===== src/rtl/brpred_gshare.sv =====
// Gshare branch predictor: saturating counters indexed by PC XOR global history (bimodal when GHR_W=0).
// Optional feature macro BRPRED_STATS_EN adds branch / mispredict statistics counters.
module brpred_gshare #(
  parameter int IDX_W = 6,
  parameter int CNT_W = 2,
  parameter int GHR_W = 4,
  parameter int PC_W  = 32
) (
  input  logic             clk,
  input  logic             rst_n,
  input  logic [PC_W-1:0]  if_pc,
  input  logic             if_branch,
  output logic             pred_taken,
  output logic [IDX_W-1:0] pred_idx,
  input  logic             stall,
  input  logic             upd_valid,
  input  logic [IDX_W-1:0] upd_idx,
  input  logic             upd_taken,
  input  logic             upd_pred,
  output logic             mispredict
`ifdef BRPRED_STATS_EN
  ,
  output logic [31:0]      stat_branches,
  output logic [31:0]      stat_mispred
`endif
);

  localparam int ENTRIES = 1 << IDX_W;
  localparam logic [CNT_W-1:0] CNT_INIT = CNT_W'((1 << (CNT_W - 1)) - 1);
  localparam logic [CNT_W-1:0] CNT_MAX  = {CNT_W{1'b1}};

  logic [CNT_W-1:0] table_q [ENTRIES];
  logic [CNT_W-1:0] cnt_cur_s;
  logic [CNT_W-1:0] cnt_d;
  logic [IDX_W-1:0] ghr_ext_s;
  logic             upd_en_s;
  logic             unused_pc_s;

  assign upd_en_s    = upd_valid & ~stall;
  assign unused_pc_s = ^{if_pc[PC_W-1:IDX_W+2], if_pc[1:0]};

  generate
    if (GHR_W > 0) begin : g_ghr
      logic [GHR_W-1:0] ghr_q;
      logic [GHR_W-1:0] ghr_d;
      logic [GHR_W:0]   ghr_shift_s;

      assign ghr_shift_s = {ghr_q, upd_taken};
      assign ghr_ext_s   = IDX_W'(ghr_q);

      // History advances only on resolved, non-stalled branches.
      always_comb begin
        ghr_d = ghr_q;
        if (upd_en_s) begin
          ghr_d = ghr_shift_s[GHR_W-1:0];
        end else begin
          ghr_d = ghr_q;
        end
      end

      // Global history register.
      always_ff @(posedge clk or negedge rst_n) begin
        if (!rst_n) begin
          ghr_q <= {GHR_W{1'b0}};
        end else begin
          ghr_q <= ghr_d;
        end
      end
    end else begin : g_bimodal
      assign ghr_ext_s = {IDX_W{1'b0}};
    end
  endgenerate

  assign pred_idx   = if_pc[IDX_W+1:2] ^ ghr_ext_s;
  assign pred_taken = if_branch & table_q[pred_idx][CNT_W-1];
  assign mispredict = upd_valid & (upd_taken != upd_pred);
  assign cnt_cur_s  = table_q[upd_idx];

  // Saturating increment/decrement of the addressed counter.
  always_comb begin
    cnt_d = cnt_cur_s;
    if (upd_taken) begin
      cnt_d = (cnt_cur_s == CNT_MAX) ? cnt_cur_s : cnt_cur_s + CNT_W'(1);
    end else begin
      cnt_d = (cnt_cur_s == {CNT_W{1'b0}}) ? cnt_cur_s : cnt_cur_s - CNT_W'(1);
    end
  end

  // Counter table; queries in the update cycle still see the old value.
  always_ff @(posedge clk or negedge rst_n) begin
    if (!rst_n) begin
      for (int i = 0; i < ENTRIES; i++) begin
        table_q[i] <= CNT_INIT;
      end
    end else if (upd_en_s) begin
      table_q[upd_idx] <= cnt_d;
    end
  end

`ifdef BRPRED_STATS_EN
  // Statistics counters, wrapping modulo 2^32.
  always_ff @(posedge clk or negedge rst_n) begin
    if (!rst_n) begin
      stat_branches <= 32'd0;
      stat_mispred  <= 32'd0;
    end else if (upd_en_s) begin
      stat_branches <= stat_branches + 32'd1;
      stat_mispred  <= stat_mispred + {31'd0, mispredict};
    end
  end
`endif

endmodule


===== config.mk =====
export PLATFORM = sky130hd
export DESIGN_NAME = brpred_gshare
export DESIGN_NICKNAME = d
export VERILOG_FILES = /design/src/rtl/brpred_gshare.sv
export SDC_FILE = /design/constraint.sdc
export NUM_CORES = 1
export LEC_CHECK = 0
export ABC_AREA = 1
export ABC_CLOCK_PERIOD_IN_PS = 2900
export BUFFER_PORTS_ARGS = -buffer_cell sky130_fd_sc_hd__buf_4
export CAP_MARGIN = 20
export CORE_MARGIN = 2
export CORE_UTILIZATION = 50
export DETAILED_ROUTE_END_ITERATION = 7
export MAX_ROUTING_LAYER = met4
export PLACE_DENSITY = 0.77
export SLEW_MARGIN = 20
export SYNTH_ARGS = -nofsm -noshare
export SYNTH_HDL_FRONTEND = slang
export SYNTH_SLANG_ARGS = --single-unit

===== constraint.sdc =====
create_clock -name clk -period 2.9 [get_ports clk]
set_clock_uncertainty 0.05 [all_clocks]
set_input_delay 0.58 -clock clk [delete_from_list [all_inputs] [get_ports clk]]
set_output_delay 0.58 -clock clk [all_outputs]
set_load 0.01 [all_outputs]

==> flow_summary.json <==
{
  "status": "complete, no violations",
  "dp_hpwl_um": 15600,
  "critPathSlowestCell": "dfrtp_1",
  "grt_usage_pct": 29.6,
  "p_int_uw": 3730,
  "wire_per_inst_um": 16.5,
  "endpoint_kind": "primary output",
  "seq_area_frac_synth_pct": 41.8,
  "grt_pass1_vias": 7724,
  "setup_viol": 0,
  "cts_root_buf": "clkbuf_16",
  "drt-met1-wl_um": 10200,
  "antenna_found_initial": 0,
  "worstReg2RegEnd": "table_q[57]",
  "die_h_um": 131,
  "core-area_um2": 15800,
  "cts_tree": "built",
  "drtIter0Drc": 1183,
  "dr.pass1.iters": 5,
  "dp.cells": 1498,
  "drive_gt1_share_pct": 12.5,
  "grt-ovfl-total": 0,
  "path_cells": "xnor2_2 -> buf_6 -> buf_4 -> nand3_1 -> nand3_1 -> nand3_1 -> nand3_1 -> nand3_2 -> nand2_1 -> nor2_1 -> buf_4",
  "h-tree-depth": 4,
  "sw_frac_of_total_pct": 29.7,
  "drt_wl_total_um": 25300,
  "io_pins": 53,
  "numClockSinks": 132,
  "synth_area_um2": 8090,
  "fillCellCount": 1455,
  "p_comb_share_pct": 21.2,
  "viasPerCell": 5.45,
  "min_period_over_period_pct": 97.7,
  "power_per_cell_area_nw_per_um2": 566,
  "cts_buffers": 17,
  "slowest_delay_ns": 0.46,
  "diodes": 0,
  "hold_viol": 0,
  "path_common_cell": "nand3_1",
  "critical-path-top-delay-family": "simple AND/OR/NAND/NOR gates",
  "insertion_delay_ns": 0.43,
  "final_common_cell": "nand2_1",
  "final_util_pct": 59.3,
  "top_layer": "met4",
  "clk_pin_slew_worst_paths_ns": 0.06,
  "r2r_slack_ns": 0.88,
  "netlist-cell-type-count": 21,
  "crit_cells": 11,
  "row_count": 46,
  "max-vdd-ir-drop_mv": 0.484,
  "drv_cap": 0,
  "clock.fmax_mhz": 353,
  "crit_end": "pred_taken",
  "initial_core_util_pct": 51.1,
  "place_ws_ns": 0.231,
  "reg2reg_from": "table_q[18]",
  "crit_start": "g_ghr.ghr_q[1]",
  "worstPathRequired_ns": 2.27,
  "cp_num_buf_inv": 3,
  "synthCells": 1285,
  "crit_type": "register to primary output",
  "drv_slew": 0,
  "worstHoldPathType": "primary input to asynchronous set/reset pin",
  "drc": 0,
  "final_cells": 1540,
  "seqPwrFrac_pct": 39.6,
  "final_net_count": 1356,
  "fp.dieW_um": 131,
  "leakage_uw": 0.00476,
  "reg2regPathDepth": 15,
  "cp.arrival_ns": 2.20,
  "min_period_ns": 2.83,
  "via_count": 8399,
  "ys_ff_latch": 132,
  "startpoint_type": "register",
  "slew_headroom_pct": 48.9,
  "p_clk_share_pct": 39.2,
  "setup_ws_ns": 0.0666,
  "tightest_slew_ns": 0.767,
  "ys_warn_count": 0,
  "p_switching_uw": 1570,
  "place_congestion": 0.933,
  "grt_max_degree": 79,
  "dieArea_um2": 17200,
  "clk_path_buf_depth": 2,
  "portBuffers": 26,
  "most-common-layout-cells": "696 x nand2_1, 138 x inv_1, 119 x nand3_1, 68 x nor2_1, 68 x dfrtp_1",
  "syn_nets": 1330,
  "area.growth.synth_to_final_pct": 15.9,
  "postRouteAntennaNets": 0,
  "dr_wl_met2_um": 11500,
  "synth.avg_cell_area_um2": 6.30,
  "wl_met3_um": 2570,
  "grt_pass1_wl_um": 39500,
  "cp_max_fo": 9
}
## synth_stat cells
cell type,instances,share of area (%)
xor2_1,1,0.11
nand2_2,2,0.15
inv_2,2,0.093
nor3_1,32,2.0
dfstp_2,64,21
o211ai_1,15,1.4
a31oi_1,1,0.077
nand2_1,700,32
nor2_1,68,3.2
clkbuf_1,22,1.0
buf_4,18,1.7
nand3_1,122,7.5
xnor2_1,4,0.43
o21ai_1,6,0.37
o21ai_0,4,0.25
buf_2,14,0.87
dfrtp_1,68,21
nor2_2,1,0.077
clkinv_1,1,0.046
buf_1,1,0.046
inv_1,139,6.4
## power by group through the flow
stage	Clock, uW	Combinational [uW]	Sequential [uW]
6_report	2080	1120	2100
5_1_grt	2180	1200	2120
4_1_cts	2100	976	2100
3_5_place_dp	0	972	2120
3_3_place_gp	0	959	2120
2_1_floorplan	0	593	2100
## metal layers
layer / up-vias / track usage, %
li1: 3943 / -
met1: 3836 / 37.6
met2: 515 / 46.1
met3: 105 / 5.40
met4: 0 / 14.1
met5: - / -
## how the worst min path moves through the flow
stage                start             end  slack (ns)  cells after the start
2_1_floorplan        rst_n  g_ghr.ghr_q[0]        0.23                      0
3_3_place_gp   table_q[52]     table_q[52]        0.40                      2
3_5_place_dp   table_q[66]     table_q[66]        0.41                      2
4_1_cts              rst_n     table_q[71]        0.18                      1
5_1_grt              rst_n     table_q[67]        0.21                      1
6_report             rst_n     table_q[71]        0.13                      1
## registers in the layout, indices dropped and copies added, names as in the netlist
register	cells
g_ghr.ghr_q	4
table_q	128
## area by class of cell
type | count | area (um^2) | share of cell area (%)
clock inverters | 6 | 80.1 | 0.854
clock buffers | 26 | 479 | 5.11
flip-flops and latches | 132 | 3380 | 36.1
inverters | 142 | 533 | 5.68
multi-input cells | 956 | 3940 | 41.9
repair buffers | 62 | 701 | 7.47
well taps | 216 | 270 | 2.88
## through the flow
stage / power, uW / TNS, ns / area [um^2] / hold slack (ns)
after floorplan: 2700 / 0 / 8090 / 0.234
after global placement: 3080 / 0 / 8600 / 0.403
after detailed placement: 3090 / 0 / 8600 / 0.406
after CTS: 5180 / 0 / 9160 / 0.179
after global routing: 5500 / -0.0499 / 9380 / 0.215
final: 5310 / 0 / 9380 / 0.131
## worst reg2reg max path: cells and delay by family, from the launching register on
kind,cells,cell delay [ns]
flip-flops,1,0.54
AND/OR/NAND/NOR,13,1.04
buffers and inverters,2,0.34
## timing repair
item	4_1_cts	5_1_grt
endpoints found under the hold margin	0	0
setup endpoints to repair	0	1
hold buffers	0	0
buffers inserted	0	4
resized for setup	0	12
## kinds of logic (layout without fill, tap and decap cells)
logic type / after synthesis / in the layout / synth area share (%)
and+or+nand+nor: 925 / 925 / 45.4
buffers and inverters: 197 / 236 / 10.2
DFF: 132 / 132 / 41.8
AOI/OAI and AO/OA: 26 / 26 / 2.09
xor gates and xnor gates: 5 / 5 / 0.541
Power figures use the tool's default switching activity.
